[config.mk]
export PLATFORM = sky130hd
export DESIGN_NAME = serial_parallel
export DESIGN_NICKNAME = d
export VERILOG_FILES = /design/src/rtl/serial_parallel.sv
export SDC_FILE = /design/constraint.sdc
export NUM_CORES = 1
export LEC_CHECK = 0
export ABC_CLOCK_PERIOD_IN_PS = 2950
export CORE_ASPECT_RATIO = 1.25
export CORE_MARGIN = 8
export CORE_UTILIZATION = 52
export DETAILED_ROUTE_END_ITERATION = 16
export GPL_TIMING_DRIVEN = 0
export PLACE_DENSITY = 0.76
export SLEW_MARGIN = 10
export SYNTH_ARGS = -nofsm -noshare
export SYNTH_HDL_FRONTEND = slang
export SYNTH_SLANG_ARGS = --single-unit
[constraint.sdc]
create_clock -name clk_i -period 2.95 [get_ports clk_i]
set_input_delay 0.59 -clock clk_i [delete_from_list [all_inputs] [get_ports clk_i]]
set_output_delay 0.59 -clock clk_i [all_outputs]
set_load 0.02 [all_outputs]
[src/rtl/serial_parallel.sv]
// serial_parallel: deserializer that packs qualified serial bits into WORD_WIDTH-bit
// words and presents each word on a one-entry valid/ready output register.
// A word that completes while the register is full and not being popped is
// dropped, and the drop sets a sticky overflow flag.
//
// Ports:
//   clk_i            clock, rising edge
//   rst_i            synchronous active-high reset
//   clk_en_i         bit-rate enable; bits are sampled only while high
//   serial_valid_i   serial_i carries a valid bit
//   serial_i         serial data bit
//   flush_i          discards the partially assembled word
//   parallel_valid_o output register holds a word
//   parallel_ready_i consumer accepts the word
//   parallel_o       assembled word
//   overflow_o       sticky: at least one word was dropped
module serial_parallel #(
    parameter int unsigned WORD_WIDTH = 8,
    parameter bit          MSB_FIRST  = 1'b1
) (
    input  logic                  clk_i,
    input  logic                  rst_i,
    input  logic                  clk_en_i,
    input  logic                  serial_valid_i,
    input  logic                  serial_i,
    input  logic                  flush_i,
    output logic                  parallel_valid_o,
    input  logic                  parallel_ready_i,
    output logic [WORD_WIDTH-1:0] parallel_o,
    output logic                  overflow_o
);

    localparam int unsigned CNT_W = $clog2(WORD_WIDTH);

    typedef enum logic {
        EMPTY = 1'b0,
        FULL  = 1'b1
    } state_t;

    state_t                state_q;
    logic [WORD_WIDTH-1:0] sh_q;
    logic [CNT_W-1:0]      cnt_q;

    logic                  bit_acc_c;
    logic                  word_done_c;
    logic                  pop_c;
    logic [WORD_WIDTH-1:0] sh_next_c;

    // Bit qualification, word completion and pop detection
    always_comb begin
        bit_acc_c   = clk_en_i & serial_valid_i & ~flush_i;
        word_done_c = bit_acc_c & (cnt_q == CNT_W'(WORD_WIDTH - 1));
        pop_c       = parallel_valid_o & parallel_ready_i;
        if (MSB_FIRST) begin
            sh_next_c = {sh_q[WORD_WIDTH-2:0], serial_i};
        end else begin
            sh_next_c = {serial_i, sh_q[WORD_WIDTH-1:1]};
        end
    end

    // Shift register / bit counter, plus the output register FSM
    always_ff @(posedge clk_i) begin
        if (rst_i) begin
            sh_q             <= '0;
            cnt_q            <= '0;
            state_q          <= EMPTY;
            parallel_valid_o <= 1'b0;
            parallel_o       <= '0;
            overflow_o       <= 1'b0;
        end else begin
            // Flush wins over a coincident bit and ignores the enable
            if (flush_i) begin
                sh_q  <= '0;
                cnt_q <= '0;
            end else if (bit_acc_c) begin
                sh_q  <= sh_next_c;
                cnt_q <= word_done_c ? '0 : cnt_q + CNT_W'(1);
            end

            case (state_q)
                EMPTY: begin
                    if (word_done_c) begin
                        parallel_o       <= sh_next_c;
                        parallel_valid_o <= 1'b1;
                        state_q          <= FULL;
                    end
                end
                FULL: begin
                    if (word_done_c && pop_c) begin
                        // Zero-bubble reload: old word leaves as the new one arrives
                        parallel_o <= sh_next_c;
                    end else if (word_done_c) begin
                        // Register still occupied: drop the new word
                        overflow_o <= 1'b1;
                    end else if (pop_c) begin
                        parallel_valid_o <= 1'b0;
                        state_q          <= EMPTY;
                    end
                end
                default: begin
                    state_q          <= EMPTY;
                    parallel_valid_o <= 1'b0;
                end
            endcase
        end
    end

endmodule

Word-level counts from Yosys, hierarchy flattened

Index checks and enable logic that the tools add are counted.

Bits in registers: 21
Latch bits: 0
Memory bits (writable): 0
ROM bits: 0
Input bits: 7
Logic and storage cells: 39
Memories kept: 0

$add $sub $neg: 1
Multipliers: 0
Divide/modulo/power cells: 0
$lt $le $gt $ge: 0
Equal/unequal tests: 6
Shift operators: 0
Muxes and demuxes: 14
Bitwise operators: 7
Reductions and logical operators: 5

Operators with widths:

| cell                | number |
|---|---|
| $mux 8              | 2 |
| $pmux 8 s2          | 1 |
| $mux 1              | 8 |
| $ne 2x2->1 const B  | 3 |
| $and 1x1->1         | 4 |
| $ne 2x1->1 const B  | 2 |
| $pmux 1 s2          | 2 |
| $reduce_and 4->1    | 1 |
| $add 3x1->3 const B | 1 |
| $eq 3x3->1 const B  | 1 |
| $mux 3              | 1 |
| $not 1->1           | 3 |
| $reduce_and 3->1    | 1 |
| $reduce_and 2->1    | 1 |
| $reduce_or 2->1     | 1 |
| $logic_and 1x1->1   | 1 |

Depth between registers and ports, before layout

Gate-level depths: netlist of the first run.

Depth after elaboration: 6
Depth in mapped cells: 6

Worst setup path before layout of the first run

No wires, ideal clock.

Path type: reg-to-reg
Start point: reg cnt_q[0]
End point: reg parallel_o[1]
Library setup time: 0.067 ns
Arrival: 1.375 ns
Data required time: 2.883 ns
Path slack: 1.507 ns
Cell stages (with the launch flop): 7
Period minus slack after synthesis: 1.443 ns
Cells stage by stage: dfxtp_1 > ha_1 > ha_1 > nand4b_1 > clkbuf_2 > or3b_1 > a21oi_2

Word-level cells in the longest chain between the ends: 5

Ends and longest elaborated chain:

| item                                | line | RTL |
|---|---|---|
| start: declaration                  | 42   | `logic [CNT_W-1:0] cnt_q;` |
| start signal: assignment            | 77   | `cnt_q <= word_done_c ? '0 : cnt_q + CNT_W'(1);` |
| $eq 3x3->1 *                        | 52   | `word_done_c = bit_acc_c & (cnt_q == CNT_W'(WORD_WIDTH - 1));` |
| $and 1x1->1 *                       | 52   |  |
| $logic_and 1x1->1                   | 89   | `if (word_done_c && pop_c) begin` |
| $ne 2x1->1 (no source line)         | n/a  |  |
| $reduce_and 2->1 (no source line) * | n/a  |  |
| end signal: assignment              | 83   | `parallel_o <= sh_next_c;` |
| end signal: assignment              | 91   | `parallel_o <= sh_next_c;` |
| end: declaration                    | 29   | `output logic [WORD_WIDTH-1:0] parallel_o,` |

Every way passes the cells marked *; elsewhere a longest branch is shown, timed or not.
A chain may end at the register's enable or synchronous reset.

Worst setup path after layout of the first run

Start point: reg parallel_valid_o
End point: out parallel_valid_o

RTL lines:

| item                     | line | RTL |
|---|---|---|
| start: declaration       | 27   | `output logic parallel_valid_o,` |
| start signal: assignment | 67   | `parallel_valid_o <= 1'b0;` |
| start signal: assignment | 84   | `parallel_valid_o <= 1'b1;` |
| start signal: assignment | 96   | `parallel_valid_o <= 1'b0;` |

No word-level cell between the ends.

==> results_dict.tcl, run 1 <==
set metrics [dict create \
    outcome "finished clean" \
    synthTopCellsByArea "dfxtp_1 49%, a21oi_1 10%, nand2_1 8.3%" \
    synth_nets 106 \
    finalSetupViolations 0 \
    slew_viol_final 0 \
    drv_cap 0 \
    startpoint "parallel_valid_o$_SDFFE_PP0P_" \
    ys_warn_count 0 \
    syn_area_um2 858 \
    powerDensity_mw_per_mm2 420 \
    synth.yosys.seq_area_share 0.490 \
    synth.avg_cell_area_um2 8.85 \
    netlist.area_leader.share 0.490 \
    core_mm2 0.00156 \
    p_seq_frac 0.635 \
    slowest_delay_ps 640 \
    worstPathMaxFanout 4 \
    cts-htree-levels 1 \
    dr.pass1.iters 4 \
    slew_headroom 0.695 \
    worst-setup-path-type "register to output port" \
    ant_nets 0 \
    worstSkewPairLatency_ps 310 \
    utilization 0.684 \
    stdcell_area_mm2 0.00107 \
    cp_cell_sequence "clkdlybuf4s50_1" \
    rsz0062_at_grt "no" \
    leakage_nw 0.350 \
    finalPower_uw 449 \
    grtUsageTotal 0.116 \
    cts_sinks 21 \
    drt_wl_total_mm 1.69 \
    ir_drop_uv 345 \
    period_share 0.670 \
    overflow 0 \
    crit_slowest_cell "clkdlybuf4s50_1" \
    rows 16 \
    cts_tree "done" \
    hold_class "register to register" \
    io_buffers 16 \
    ys_types 23 \
    hold_viol_final 0 \
    dpl_cell_area_mm2 0.00104 \
    ios 17 \
    skew_ps 2.20 \
    die_w_um 52.3 \
    syn_inst 97 \
    grt_max_degree 13 \
    cts-root-buf "clkbuf_4" \
    clk_pin_slew_ps 120 \
    diodes 0 \
    ctsLongestPathBuffers 2 \
    finalSetupTns_ps 0 \
    p_int_uw 346 \
    swShare 0.230 \
    finalCriticalPeriod_ps 1980 \
    grt_pass1_wl_mm 2.88 \
    cts_resized 0 \
    vias 716 \
    fillers 142 \
    via_per_inst 5.30 \
    pwr-share-comb 0.052 \
    drt_drc_violations_left 0 \
    crit_path_end_kind "output port" \
    mostFrequentLayoutCell "dfxtp_1" \
    detail_route.wl_per_cell_um 12.5 \
    fmax_mhz 506 \
    initial_utilization 0.550 \
    drive_above_1_share 0.0855 \
    hpwl_mm 1.21 \
    clock_power_share 0.313 \
    start_kind "register" \
    worst_pin_slew_ps 458 \
    antenna_found_initial 0 \
    layout.nets 127 \
    cp.arrival_ps 1390 \
    cts_setup_buffers 0 \
    crit_required_ps 2360 \
    hp-start "cnt_q[1]$_SDFFE_PP0P_" \
    ctsHoldBuffers 0 \
    path_delay_family "buffers and inverters" \
    area_growth_pct 24.5 \
    gp_congestion 0.666 \
    r2r_start "cnt_q[0]$_SDFFE_PP0P_" \
    synth-seq-cells 21 \
    grt_pass1_vias 652 \
    die_height_um 61.4 \
    cp.buffers_inverters 1 \
    drt-initial-drc-count 8 \
    p_sw_uw 103 \
    synth_area_leader_cell "dfxtp_1" \
    fp.dieArea_mm2 0.00321 \
    mostFrequentLayoutCells "21 x dfxtp_1, 19 x nand2_1, 18 x a21oi_1, 16 x clkdlybuf4s50_1, 8 x or3b_1" \
    numCtsBuffers 3 \
]
state kept, by name (all words and copies together) (netlist names):
signal	flops
overflow_o	1
parallel_valid_o	1
sh_q	7
cnt_q	3
state_q	1
parallel_o	8
cell families after synthesis:
group,count (synthesis),synth area share
AOI/OAI and AO/OA,30,0.200
adders and majority gates,2,0.0291
buffers and inverters,7,0.0423
DFF,21,0.490
muxes,1,0.0117
and+or+nand+nor,36,0.227
synthesized netlist by cell type:
library cell and instances:
dfxtp_1 21, nor2_1 3, nand2b_1 1, o21ai_0 5, clkbuf_2 1, a31oi_1 1
mux2i_1 1, o21ai_1 3, ha_1 2, a21oi_2 1, or2_2 1, and2_1 1
or3b_1 8, nand2_1 19, a21boi_4 1, buf_6 1, clkbuf_1 3, nand4b_1 1
nand3b_1 2, o21a_1 1, inv_1 1, a21oi_1 18, buf_2 1
final cells by class:
type,instances,area (µm²),area share
inverters,1,3.75,0.00351
multi-input cells,69,402,0.376
well taps,18,22.5,0.0211
plain buffers,6,32.5,0.0304
flip-flops and latches,21,420,0.393
clock buffers,3,22.5,0.0211
clock inverters,1,5.00,0.00468
repair buffers,16,160,0.150
worst min-delay path: cells and delay by family, from the launching register on:
kind / cells / cell delay, ps
simple gates: 1 / 50
flops: 1 / 330
compound gates: 1 / 50
layer usage:
metal / routed length, µm / part of all wire / up-vias / track usage
li1: - / - / 373 / -
met1: 729 / 0.43 / 329 / 0.131
met3: 80 / 0.047 / 3 / 0.0290
met4: 19 / 0.011 / 0 / 0.0444
met5: 0 / 0 / - / 0
met2: 856 / 0.51 / 11 / 0.200
worst paths after layout:
path | depth (start not counted) | endpoint | slack, ps
worst max-delay path | 1 | parallel_valid_o | 970
worst min register to register | 2 | cnt_q[1]$_SDFFE_PP0P_ | 460
worst min-delay path | 2 | cnt_q[1]$_SDFFE_PP0P_ | 460
worst max register to register | 6 | parallel_o[7]$_SDFFE_PP0P_ | 1300
stage by stage:
stage,instances,worst slack [ps],hold WS (ps)
after CTS,135,966,466
after floorplan,97,1510,431
after global routing,135,922,496
final,135,974,462
after global placement,131,996,432
after detailed placement,131,973,449
power by group through the flow:
| stage | clock, mW | combinational, mW | sequential [mW] |
|---|---|---|---|
| after CTS | 0.144 | 0.0234 | 0.285 |
| after floorplan | 0 | 0.0107 | 0.291 |
| after global placement | 0 | 0.0229 | 0.291 |
| final | 0.141 | 0.0233 | 0.285 |
| after detailed placement | 0 | 0.0234 | 0.291 |
| after global routing | 0.156 | 0.0254 | 0.285 |
(Power assumes the default switching activity.)
==> run 2: changes to the inputs <==
Settings changed: ABC_CLOCK_PERIOD_IN_PS 2950 to 1650, CORE_UTILIZATION 52 to 44, PLACE_DENSITY 0.76 to 0.68.
Clock period 2.95 ns to 1.65 ns, I/O delays scaled along.
==> results_dict.tcl, run 2 (same netlist as run 1, synthesis figures left out) <==
set metrics [dict create \
    die_height_um 65.4 \
    fmax_mhz 632 \
    rows 18 \
    r2r_slack_ps 70 \
    finalCriticalPeriod_ps 1580 \
    reg2reg_depth 6 \
    preCtsSetupSlack_ps -91.9 \
    hold_viol_final 0 \
    core_mm2 0.00191 \
    io_buffers 16 \
    area_growth_pct 30.8 \
    ir_drop_uv 448 \
    clk_pin_slew_ps 110 \
    cp_cell_sequence "clkdlybuf4s50_1" \
    die_w_um 55.5 \
    finalSetupTns_ps 0 \
    overflow 0 \
    worstSkewPairLatency_ps 300 \
    slowest_delay_ps 610 \
    ctsLongestPathBuffers 2 \
    numCtsBuffers 3 \
    path_delay_family "buffers and inverters" \
    outcome "finished clean" \
    worstPathMaxFanout 2 \
    top_register "parallel_o" \
    utilization 0.586 \
    vias 730 \
    largest_register_ffs 8 \
    cts-htree-levels 1 \
    drt_drc_violations_left 0 \
    cts_tree "done" \
    r2r_end "parallel_o[4]$_SDFFE_PP0P_" \
    skew_ps 2.46 \
    ios 17 \
    fp.dieArea_mm2 0.00363 \
    grtUsageTotal 0.0906 \
    cp.arrival_ps 1250 \
    dpl_cell_area_mm2 0.00104 \
    min_path_cells 2 \
    slew_viol_final 0 \
    final_cell_count_no_fill 139 \
    mostFrequentLayoutCells "19 x nand2_1, 19 x dfxtp_1, 17 x a21oi_1, 15 x clkdlybuf4s50_1, 7 x or3b_1" \
    dr.pass1.iters 4 \
    drv_cap 0 \
    diodes 0 \
    gp_congestion 0.661 \
    drive_above_1_share 0.151 \
    stdcell_area_mm2 0.00112 \
    period_share 0.959 \
    hold_class "register to register" \
    setup_ws_ps 67.4 \
    fillers 180 \
    place_inst 133 \
    r2r_start "cnt_q[0]$_SDFFE_PP0P_" \
    start_kind "register" \
    seq_area_um2 423 \
    powerDensity_mw_per_mm2 711 \
    multi_input_area_um2 433 \
    finalSetupViolations 0 \
    antenna_found_initial 0 \
    worst-setup-path-type "register to output port" \
    min_to "overflow_o$_SDFFE_PP0P_" \
    initial_utilization 0.448 \
    drt_wl_total_mm 1.85 \
    hp-start "overflow_o$_SDFFE_PP0P_" \
    crit_path_end_kind "output port" \
    crit_slowest_cell "clkdlybuf4s50_1" \
    drt-initial-drc-count 16 \
    worst_pin_slew_ps 499 \
    detail_route.wl_per_cell_um 13.3 \
    cts-root-buf "clkbuf_4" \
    crit_required_ps 1320 \
    cts_sinks 21 \
    hpwl_mm 1.30 \
    via_per_inst 5.25 \
    cp.buffers_inverters 1 \
    layout.nets 129 \
    largestRegisters "parallel_o: 8 flops, sh_q: 7 flops, cnt_q: 3 flops" \
    grt_max_degree 12 \
    slew_headroom 0.667 \
    grt_pass1_wl_mm 2.84 \
    grt_pass1_vias 624 \
    leakage_nw 0.360 \
    ant_nets 0 \
]
==> run 2: what timing repair did <==
item	4_1_cts	5_1_grt
endpoints found under the setup margin	8	8
hold buffers	0	0
pin swaps	0	2
gates cloned	0	1
buffers inserted	0	1
gates resized for setup	4	10
==> run 2: area by class of cell <==
class | instances | area share
Multi-Input combinational cell | 69 | 0.386
Sequential cell | 21 | 0.377
Timing Repair Buffer | 18 | 0.153
Buffer | 6 | 0.0357
Clock buffer | 4 | 0.0234
Tap cell | 20 | 0.0223
Inverter | 1 | 0.00334
==> run 2: per-layer routing <==
metal / track usage / vias to the layer above / wire, µm
li1: - / 377 / -
met1: 0.104 / 339 / 817
met2: 0.149 / 14 / 952
met3: 0.0270 / 0 / 74
met4: 0.0463 / 0 / 0
met5: 0 / - / 0
==> run 2: power breakdown <==
| group | total (mW) | internal (mW) | leakage (nW) | switching, mW |
|---|---|---|---|---|
| clock network | 0.244 | 0.0941 | 0.0150 | 0.150 |
| registers | 0.510 | 0.509 | 0.170 | 0.00144 |
| logic | 0.0447 | 0.0211 | 0.175 | 0.0236 |
| total | 0.798 | 0.624 | 0.360 | 0.175 |
==> run 2: how the worst max path moves through the flow <==
stage,startpoint,to,cells after the start
after floorplan,cnt_q[0]$_SDFFE_PP0P_,parallel_o[1]$_SDFFE_PP0P_,6
after detailed placement,clk_en_i,parallel_o[0]$_SDFFE_PP0P_,5
after global routing,cnt_q[0]$_SDFFE_PP0P_,parallel_o[0]$_SDFFE_PP0P_,6
final,parallel_o[6]$_SDFFE_PP0P_,parallel_o[6],1
after CTS,cnt_q[0]$_SDFFE_PP0P_,parallel_o[0]$_SDFFE_PP0P_,6
after global placement,clk_en_i,parallel_o[1]$_SDFFE_PP0P_,5
==> run 2: per-stage QoR <==
step	hold slack, ps	power (mW)
finish	462	0.798
global route	492	0.832
CTS	469	0.805
detailed placement	451	0.563
floorplan	431	0.540
global placement	432	0.563
==> RTL edit: new RTL, settings of run 2 <==
Change the parameter `WORD_WIDTH` from 8 to 32.
--- a/src/rtl/serial_parallel.sv
+++ b/src/rtl/serial_parallel.sv
@@ -15,7 +15,7 @@
 //   parallel_o       assembled word
 //   overflow_o       sticky: at least one word was dropped
 module serial_parallel #(
-    parameter int unsigned WORD_WIDTH = 8,
+    parameter int unsigned WORD_WIDTH = 32,
     parameter bit          MSB_FIRST  = 1'b1
 ) (
     input  logic                  clk_i,
Ports: changed (resized parallel_o); port bits go from 17 to 41. The function was not compared with the original's and may differ.
==> RTL edit against run 2 <==
The run now ends with negative setup slack left. Area after synthesis grew to 3.3 times the old value. Maximum frequency shrank 5.1%. Global-route usage grew 4.8 points. Setup slack lost 85 ps. Sequential cell count grew 50. Routed wire length grew to 3.3 times the old value. Design area grew to 3.5 times the old value. Total power grew to 4.5 times the old value. Largest cell class is now flip-flops and latches.
==> RTL edit: results (changes against run 2) <==
Run status:
- The flow ran to the end, but the final reports show violations.
- The final reports fail on negative setup slack.

Place:
- The final weighted congestion of routability-driven global placement is 0.799 (+21%).
- The final HPWL from detailed placement is 3.94 mm (+200%).
- The quantity of I/O buffers inserted on ports came to 40 (+24).
- The placed standard-cell area is 3400 µm² (+230%).

Layout:
- The total of fill cells in the finished design is 589 (+230%).
- The share of post-route cells with drive strength above 1 is 13.8% (-1.3 points).
- The largest registers in the layout are parallel_o (32), sh_q (31), cnt_q (5).
- The count of plain and timing-repair buffers in the layout is 75 (+210%).
- The sequential share of cell area is 36.1% (-1.6 points).

Timing:
- The tightest slew margin relative to the limit was 71.0% (+4.2 points).
- The worst path setup slack after routing came to -17.4 ps (-84.8 ps).
- The total of endpoints with negative setup slack in the final report is 2 (+2).

Logic synthesis:
- The number of different library cells in the post-synthesis netlist is 26 (+13%).
- In the synthesized netlist, the cells that appear most often are dfxtp_1, nand2_1, nand2b_1.
- The number of nets in the synthesized netlist is 323 (+200%).
- Sorting the synthesized cells by area gives the leading types as dfxtp_1, nand2b_1, mux2i_1, nand2_1, a21oi_1.

Worst setup path:
- For this design, the slowest cell found on the critical path is or4b_1.

Global route:
- The global-route wire length before repair was 10.3 mm (+260%).

Clock tree:
- The setup fix buffers added after clock tree synthesis is 10 (+10).
- The total number of H-tree levels came to 3 (+2).
- Clock tree synthesis selected as its root buffer the cell clkbuf_8.

Route:
- The mean routed wirelength per cell is 13.1 µm (-1.4%).
- The detailed-route via count is 2293 (+210%).
- The routed length on met1 is 2.73 mm (+230%).

Power:
- The maximum VDD drop is 540 µV (+20%).
- The leakage power is 1.72 nW (+380%).
[RTL edit: power by group]
group | switching, mW | internal [mW]
Clock | 0.647 | 1.09
Combinational | 0.0685 | 0.0540
Sequential | 0.00107 | 1.71
Total | 0.716 | 2.85
[RTL edit: through the flow]
stage,cells,hold slack [ps]
2_1_floorplan,314,437
3_3_place_gp,441,450
3_5_place_dp,441,456
4_1_cts,469,465
5_1_grt,471,489
6_report,471,466
[RTL edit: worst max-delay path by stage]
stage,to,depth (start not counted)
4_1_cts,parallel_o[0],1
5_1_grt,parallel_o[21],8
2_1_floorplan,parallel_o[0],7
3_3_place_gp,sh_q[6],5
3_5_place_dp,sh_q[16],5
6_report,cnt_q[2],6
[RTL edit: cell families after synthesis]
family / after synthesis / synth area share, %
xor+xnor: 1 / 0.305
buf+inv: 21 / 3.71
flops: 71 / 49.5
fa+ha+maj: 2 / 0.872
mux: 32 / 11.2
simple gates: 144 / 26.6
compound gates: 43 / 7.80
